## src/rtl/conv_window_serializer.sv

```systemverilog
// Buffers a raster pixel stream in a 3-row circular line buffer and serializes every
// complete 3x3 window as 9 (pixel, weight) pairs. Define CONV_WIN_CNT_EN to add o_win_cnt.
module conv_window_serializer #(
  parameter int WIDTH = 32,
  parameter int IMG_W = 8,
  parameter int IMG_H = 8
) (
  input  logic             clk,
  input  logic             rst,
  input  logic             i_wt_valid,
  input  logic [WIDTH-1:0] i_wt_data,
  input  logic             i_pix_valid,
  input  logic [WIDTH-1:0] i_pix_data,
  output logic             o_pix_ready,
  output logic [WIDTH-1:0] o_pixel,
  output logic [WIDTH-1:0] o_weight,
  output logic             o_valid,
  output logic             o_first,
  output logic             o_last,
  output logic             o_frame_done
`ifdef CONV_WIN_CNT_EN
  ,
  output logic [15:0]      o_win_cnt
`endif
);

  localparam int CW = $clog2(IMG_W);
  localparam int RW = $clog2(IMG_H);
  localparam logic [CW-1:0] COL_LAST = CW'(IMG_W - 1);
  localparam logic [RW-1:0] ROW_LAST = RW'(IMG_H - 1);

  typedef enum logic {ACCEPT, SER} state_t;

  state_t           state;
  logic [RW-1:0]    row;
  logic [CW-1:0]    col;
  logic [1:0]       row_slot;
  logic [3:0]       k;
  logic [3:0]       wt_ptr;
  logic [WIDTH-1:0] wt [9];
  logic [WIDTH-1:0] line_buf [3][IMG_W];
  logic [1:0]       tap_slot;
  logic [1:0]       tap_c;
  logic [CW-1:0]    tap_col;
  logic [CW-1:0]    win_col;
  logic             win_is_final;

  logic pix_take;
  logic win_done;

  assign pix_take = i_pix_valid && o_pix_ready;
  assign win_done = pix_take && (row >= RW'(2)) && (col >= CW'(2));

  // NOTE: the line buffer has no reset; after any reset every slot a window reads is
  // rewritten by the new frame before it is used.
  always_ff @(posedge clk) begin
    if (pix_take) line_buf[row_slot][col] <= i_pix_data;
  end

  always_ff @(posedge clk) begin
    if (rst) begin
      state        <= ACCEPT;
      row          <= '0;
      col          <= '0;
      row_slot     <= '0;
      k            <= '0;
      wt_ptr       <= '0;
      for (int i = 0; i < 9; i++) wt[i] <= '0;
      tap_slot     <= '0;
      tap_c        <= '0;
      tap_col      <= '0;
      win_col      <= '0;
      win_is_final <= 1'b0;
      o_pix_ready  <= 1'b1;
      o_pixel      <= '0;
      o_weight     <= '0;
      o_valid      <= 1'b0;
      o_first      <= 1'b0;
      o_last       <= 1'b0;
      o_frame_done <= 1'b0;
    end else begin
      case (state)
        ACCEPT: begin
          o_valid      <= 1'b0;
          o_first      <= 1'b0;
          o_last       <= 1'b0;
          o_frame_done <= 1'b0;
          o_pixel      <= '0;
          o_weight     <= '0;
          if (i_wt_valid) begin
            wt[wt_ptr] <= i_wt_data;
            wt_ptr     <= (wt_ptr == 4'd8) ? 4'd0 : wt_ptr + 4'd1;
          end
          if (pix_take) begin
            if (col == COL_LAST) begin
              col <= '0;
              if (row == ROW_LAST) begin
                row      <= '0;
                row_slot <= '0;
              end else begin
                row      <= row + 1'b1;
                row_slot <= (row_slot == 2'd2) ? 2'd0 : row_slot + 2'd1;
              end
            end else begin
              col <= col + 1'b1;
            end
          end
          // Latch the window geometry now: row/col move on before the burst reads it.
          if (win_done) begin
            state        <= SER;
            o_pix_ready  <= 1'b0;
            k            <= '0;
            tap_c        <= '0;
            tap_slot     <= (row_slot == 2'd2) ? 2'd0 : row_slot + 2'd1;
            win_col      <= col - CW'(2);
            tap_col      <= col - CW'(2);
            win_is_final <= (row == ROW_LAST) && (col == COL_LAST);
          end
        end

        SER: begin
          o_valid      <= 1'b1;
          o_first      <= (k == 4'd0);
          o_last       <= (k == 4'd8);
          o_frame_done <= (k == 4'd8) && win_is_final;
          o_pixel      <= line_buf[tap_slot][tap_col];
          o_weight     <= wt[k];
          if (tap_c == 2'd2) begin
            tap_c    <= '0;
            tap_col  <= win_col;
            tap_slot <= (tap_slot == 2'd2) ? 2'd0 : tap_slot + 2'd1;
          end else begin
            tap_c   <= tap_c + 2'd1;
            tap_col <= tap_col + 1'b1;
          end
          if (k == 4'd8) begin
            state       <= ACCEPT;
            o_pix_ready <= 1'b1;
            k           <= '0;
          end else begin
            k <= k + 4'd1;
          end
        end

        default: state <= ACCEPT;
      endcase
    end
  end

`ifdef CONV_WIN_CNT_EN
  // Counts windows in the current frame; cleared the cycle after the frame's last window.
  always_ff @(posedge clk) begin
    if (rst || o_frame_done) begin
      o_win_cnt <= '0;
    end else if (state == SER && k == 4'd8 && o_win_cnt != 16'hFFFF) begin
      o_win_cnt <= o_win_cnt + 16'd1;
    end
  end
`endif

endmodule

```

## config.mk

```make
export PLATFORM = sky130hd
export DESIGN_NAME = conv_window_serializer
export DESIGN_NICKNAME = d
export VERILOG_FILES = /design/src/rtl/conv_window_serializer.sv
export SDC_FILE = /design/constraint.sdc
export NUM_CORES = 1
export LEC_CHECK = 0
export ABC_AREA = 1
export BUFFER_PORTS_ARGS = -buffer_cell sky130_fd_sc_hd__clkbuf_2
export CORE_UTILIZATION = 56
export DETAILED_ROUTE_END_ITERATION = 8
export PLACE_DENSITY = 0.76
export SYNTH_ARGS = -nofsm -noshare
export SYNTH_HDL_FRONTEND = slang
export SYNTH_SLANG_ARGS = --single-unit
```

## constraint.sdc

```tcl
create_clock -name clk -period 3.14 [get_ports clk]
set_input_delay 0.157 -clock clk [delete_from_list [all_inputs] [get_ports clk]]
set_output_delay 0.157 -clock clk [all_outputs]
set_load 0.02 [all_outputs]
```

==> metrics, run 1 <==
Post-synth ARST share=0%; layout cells sized above 1=11.0%; RSZ-0062 raised after global routing=false; Worst setup EP type=flop; Reg clk slew, reported paths=0.06 ns; Final Skew=0.0345 ns; commonest non-fill, non-tap cell in the layout=edfxtp_1; Max Transition Viols Final=0; Root Buffer=clkbuf_16; Finished Layout Cells=6480; critical path required time=3.82 ns; Area growth syn-to-layout=13.1%; CP bufs+invs=2; #FFs+latches synth=1383; number of remaining DRC errors=0; DR pass1 iterations=6; Post-synth EDFFs=1280; # Max-Cap Violations=0; Net Count, Synth=5025; yosys warns=0; Routability Congestion=~0.83; I/O pins=137; final hold violations=0; Rows=approximately 120; startpoint types=flop; Crit path max-delay family=buffers and inverters; Slew HR=37.0%; Slew @ Worst Pin=0.945 ns; outcome=finished clean; WHS Endpoint=line_buf[0][27]; Post-Syn Area=56100 um2; TritonCTS clock tree=built; post-route setup TNS=0 ns; maximum clock frequency=~420 MHz; HPWL after DPL=between 70000 and 80000 um; CP Data Arrival Time=3.07 ns; final wirelength=139000 um; hold crit path type=in -> reg; vias=38.0k; most frequent cells in the layout=edfxtp_1 (1280), nor2_1 (1112), nand2_1 (855), nand3_1 (669), o21ai_0 (211); initial antenna violation count=5; sequential fraction of the synthesis area=72.2%; syn_area_per_cell=11.4 um2; Congestion Overflow GR=0; Final #Nets=5160; first-pass GRT wire length=213000 um; Worst Path Class, Setup=reg -> reg; Worst-Skew Late Latency=0.77 ns; fill count=6944; CTS Buffer Depth=3; Yosys cell types=33; Tcrit/Tclk final=about three quarters; Critical Path Max Stage Delay=0.64 ns; Most common cell on crit path=nand3_1; ys flop type=edfxtp_1; Pleak=23.2 nW; Post-Synthesis Cells=4940; die span in y=319 um; hold path cells=1; CP Cell Sequence=buf_4 > buf_4 > nand2_1 > nand3_1 > nand3_1 > nand3_1 > nand3_1 > a21oi_1; Max IR drop VDD=0.477 mV; PortBufs=136; htree depth=4; Core Area=between 90000 and 100000 um2; post-route ant nets=0; Cells after DPL=6160; pwr/cell area=a little under 600 nW/um2; CP Max Fanout=36; FF-to-FF setup slack=0.74 ns; Hold Startpoint=i_pix_data[27]; Die X=319 um; cell at the slowest stage of the critical path=dfxtp_4; Die ar.=101000 um2; Sink Count=1383; setup violators final=0; largest net degree at the start of global routing=161; Inserted Clock Buffers=roughly 140; minimum clock period=between 2 and 2.5 ns; FF-to-FF path depth=8; reg2reg end=o_pixel[21]; Initial Util=56.8%; number of global-route vias before repair=roughly 37k; drt wl/cell=between 20 and 25 um; global-route usage over all layers=a little over a quarter; post-CTS setup buffer count=0; Iteration-0 DRC Markers=4710; Via density=a little under 6
logic make-up (layout without fill, tap and decap cells):
logic type,after synthesis,in the layout,share of synthesized area (%)
adders and majority gates,17,17,0.379
xor gates and xnor gates,3,3,0.0468
buffers and inverters,396,646,3.30
AOI/OAI and AO/OA,399,399,3.92
and+or+nand+nor,2742,2742,20.2
other,0,3,0
DFF,1383,1383,72.2
state kept, by name, indices dropped and copies added (netlist names), 4 cells and up, named ones only:
| register | count |
|---|---|
| o_weight | 32 |
| wt_ptr | 4 |
| line_buf | 768 |
| wt | 512 |
| o_pixel | 32 |
| k | 4 |
power breakdown:
group	switching (W)	total [W]	leakage, nW	internal (W)
registers	0.0000756	0.0205	12.8	0.0204
logic	0.000789	0.00106	8.28	0.000275
clock network	0.00690	0.0163	2.18	0.00935
total	0.00776	0.0378	23.2	0.0300
worst max-delay path by stage:
stage,cells after the start,end,slack [ns]
CTS,8,o_pixel[21],0.78
global placement,5,line_buf[2][216],0.85
floorplan,4,line_buf[0][0],0.49
detailed placement,5,line_buf[2][216],0.83
global route,8,wt[3][13],0.53
finish,8,o_pixel[21],0.74
layout make-up:
cell class                      instances  area [um2]  share of cell area (%)
Timing Repair Buffer                  301        2470                    3.90
Sequential cell                      1383       40500                    63.9
Clock buffer                          203        3900                    6.15
Multi-Input combinational cell       3161       14000                    22.1
Antenna cell                            3        7.51                  0.0118
Clock inverter                         53         587                   0.925
Inverter                               89         358                   0.564
Tap cell                             1287        1610                    2.54
worst reg2reg max path: cells and delay by family (launching register included):
kind	cells	cell delay (ns)
buf+inv	2	0.96
flops	1	0.64
simple gates	5	0.49
compound gates	1	0.21
timing repair:
action	CTS	global route
resized for setup	0	0
hold buffers	61	0
setup endpoints to repair	0	0
hold endpoints to repair	911	0
synthesized netlist by cell type (all sizes together), types with 3 or more instances:
library cell	instances	area share (%)
dfxtp	103	3.7
xnor2	3	0.047
nor3	4	0.045
ha	17	0.38
inv	55	0.38
o211ai	37	0.66
a211oi	3	0.040
a31oi	3	0.033
nand3	669	6.0
clkinv	34	0.23
clkbuf	107	0.72
buf	200	2.0
nand2	856	5.7
a21oi	105	0.94
edfxtp	1280	69
or2	66	0.74
nor2	1143	7.7
o21ai	247	2.2
per-layer routing:
layer | vias up | global-route usage, % | wire length [um]
li1 | 17300 | - | -
met4 | 4 | 10.1 | 4130
met2 | 1990 | 43.7 | 66900
met3 | 271 | 4.55 | 13000
met1 | 18400 | 37.9 | 54800
met5 | - | 0 | 36
stage by stage:
stage	total power (W)	worst slack [ns]	hold slack [ns]	util, %	area (um2)
2_1_floorplan	0.0213	0.486	0.256	-	56100
3_3_place_gp	0.0218	0.848	0.437	59.0	58300
3_5_place_dp	0.0218	0.826	0.442	59.0	58300
4_1_cts	0.0379	0.775	0.00319	64.2	63400
5_1_grt	0.0388	0.532	0.0345	64.2	63400
6_report	0.0378	0.744	0.0155	64.2	63500
Note: power is estimated with default switching activity, not from simulation.
==> run 2, diff against run 1 <==
CORE_UTILIZATION = 60   (was 56)
PLACE_DENSITY = 0.78   (was 0.76)
clock period = 2.22 ns   (was 3.14 ns; I/O delays follow)
==> run 2 against run 1 <==
Compared with the run above: critical path depth unchanged; hold slack better by 0.18 ns; sequential power grew 41%; total power grew 40%; worst setup slack got worse by 0.56 ns; utilization grew 5.8 points; clock power grew 38%.
==> metrics, run 2 (synthesis gave the netlist of run 1 again) <==
first-pass GRT wire length=212000 um; final wirelength=140000 um; DR pass1 iterations=7; Die ar.=94700 um2; RSZ-0062 raised after global routing=false; cell at the slowest stage of the critical path=dfxtp_1; clock share of power=between 40 and 50%; largest net degree at the start of global routing=98; vias=38.6k; Congestion Overflow GR=0; Area growth syn-to-layout=14.9%; Final Skew=0.0273 ns; I/O pins=~140; sequential share of power=a little over half; CP Max Fanout=28; drt wl/cell=21.6 um; Max Transition Viols Final=0; setup violators final=0; Worst setup EP type=flop; largest register by flop count=line_buf; Rows=111; Root Buffer=clkbuf_16; Comb pwr share=2.9%; pwr/cell area=823 nW/um2; HPWL after DPL=76200 um; Sink Count=1383; Final #Nets=5237; critical path required time=~2.6 ns; layout cells sized above 1=12.0%; Switching Fraction=20.1%; Tcrit/Tclk final=just over 90%; Worst-Skew Late Latency=0.75 ns; Iteration-0 DRC Markers=around 4.5k; Most common cell on crit path=nand2_1; Regs by FF count=line_buf x768, wt x512; CP Data Arrival Time=2.45 ns; Worst Path Class, Setup=reg -> reg; hold crit path type=in -> reg; P_int=approximately 0.042 W; CP bufs+invs=4; PortBufs=136; startpoint types=flop; post-route setup TNS=0 ns; htree depth=4; die span in y=308 um; maximum clock frequency=492 MHz; Slew HR=55.4%; CP Cell Sequence=inv_2 > nand2_1 > inv_1 > nand2_1 > inv_1 > nand2_1 > nand2_1 > buf_12; Critical Path Max Stage Delay=between 0.3 and 0.4 ns; post-route ant nets=0; number of global-route vias before repair=37.5k; outcome=finished clean; Slew @ Worst Pin=roughly 0.67 ns; Crit path max-delay family=buffers and inverters; P_sw=0.0107 W; hold_ws=0.196 ns; number of remaining DRC errors=0; final hold violations=0; Initial Util=about 60%; most frequent cells in the layout=edfxtp_1 (1280), nor2_1 (1112), nand2_1 (855), nand3_1 (669), o21ai_0 (211); # Max-Cap Violations=0; Gates resized, CTS repair=0; Reg clk slew, reported paths=0.06 ns; Pleak=23.7 nW; Max IR drop VDD=0.926 mV; number of flip-flops in the largest register=768; Routability Congestion=0.813; global-route usage over all layers=29.8%; TritonCTS clock tree=built; CTS Buffer Depth=3; Via density=between 5 and 6; minimum clock period=2.03 ns; initial antenna violation count=2; Core Area=92100 um2; Die X=308 um; commonest non-fill, non-tap cell in the layout=edfxtp_1; Inserted Clock Buffers=138
run 2: cell count changes in the layout (fill, tap and decap cells not counted), sizes merged:
| cell | previous run | this run |
|---|---|---|
| buf | 104 | 176 |
| inv | 58 | 59 |
| dlygate4sd3 | 61 | 67 |
| clkinv | 74 | 58 |
| diode | 3 | 1 |
| clkinvlp | 2 | 1 |
| clkbuf | 339 | 352 |
| bufinv | 8 | 6 |
run 2: repair_timing:
action	in CTS	in global routing
setup buffers	0	0
endpoints found under the hold margin	1311	0
hold buffers	67	0
run 2: per-layer routing:
| layer | part of all wire, % | vias to the layer above | wire length, um | track usage, % |
|---|---|---|---|---|
| met5 | 0.0093 | - | 13 | 0 |
| met4 | 2.9 | 2 | 4130 | 10.5 |
| met3 | 11 | 342 | 15000 | 5.29 |
| met2 | 47 | 2256 | 66500 | 47.5 |
| met1 | 39 | 18500 | 54800 | 41.5 |
| li1 | - | 17500 | - | - |
run 2: worst register-to-register path: stages, from the launching register on:
cell and delay (ns):
dfxtp_1 0.32, inv_2 0.16, nand2_1 0.13, inv_1 0.15, nand2_1 0.19, inv_1 0.14
nand2_1 0.08, nand2_1 0.26, buf_12 0.27
run 2: worst paths after layout:
| path | startpoint | to | slack (ns) | cells past startpoint |
|---|---|---|---|---|
| max | state | wt[3][13] | 0.19 | 8 |
| min | i_wt_data[22] | wt[15][22] | 0.20 | 2 |
| max reg2reg | state | wt[3][13] | 0.19 | 8 |
| min reg2reg | win_col[0] | win_col[0] | 0.47 | 2 |
run 2: cell type report:
| class | count | area (um2) |
|---|---|---|
| diodes | 1 | 2.50 |
| inverters | 89 | 358 |
| repair buffers | 379 | 3650 |
| clock inverters | 35 | 379 |
| multi-input cells | 3161 | 14000 |
| well taps | 1243 | 1560 |
| flip-flops and latches | 1383 | 40500 |
| clock buffers | 216 | 3990 |
| fillers | 5982 | 27600 |
run 2: metrics by stage:
stage | worst slack (ns) | instance area [um2] | power, W | cells | util, %
finish | 0.187 | 64400 | 0.0530 | 6507 | 70.0
global route | 0.0614 | 64400 | 0.0543 | 6507 | 70.0
CTS | 0.216 | 64400 | 0.0532 | 6506 | 70.0
detailed placement | 0.262 | 59400 | 0.0309 | 6188 | 64.5
global placement | 0.297 | 59400 | 0.0308 | 6188 | 64.5
floorplan | -0.434 | 56100 | 0.0302 | 4940 | -
run 2: power groups by stage:
| stage | logic [W] | clock network [W] | registers [W] |
|---|---|---|---|
| final | 0.00156 | 0.0225 | 0.0289 |
| after global routing | 0.00170 | 0.0237 | 0.0290 |
| after CTS | 0.00154 | 0.0227 | 0.0289 |
| after detailed placement | 0.00142 | 0 | 0.0295 |
| after global placement | 0.00138 | 0 | 0.0295 |
| after floorplan | 0.000691 | 0 | 0.0295 |
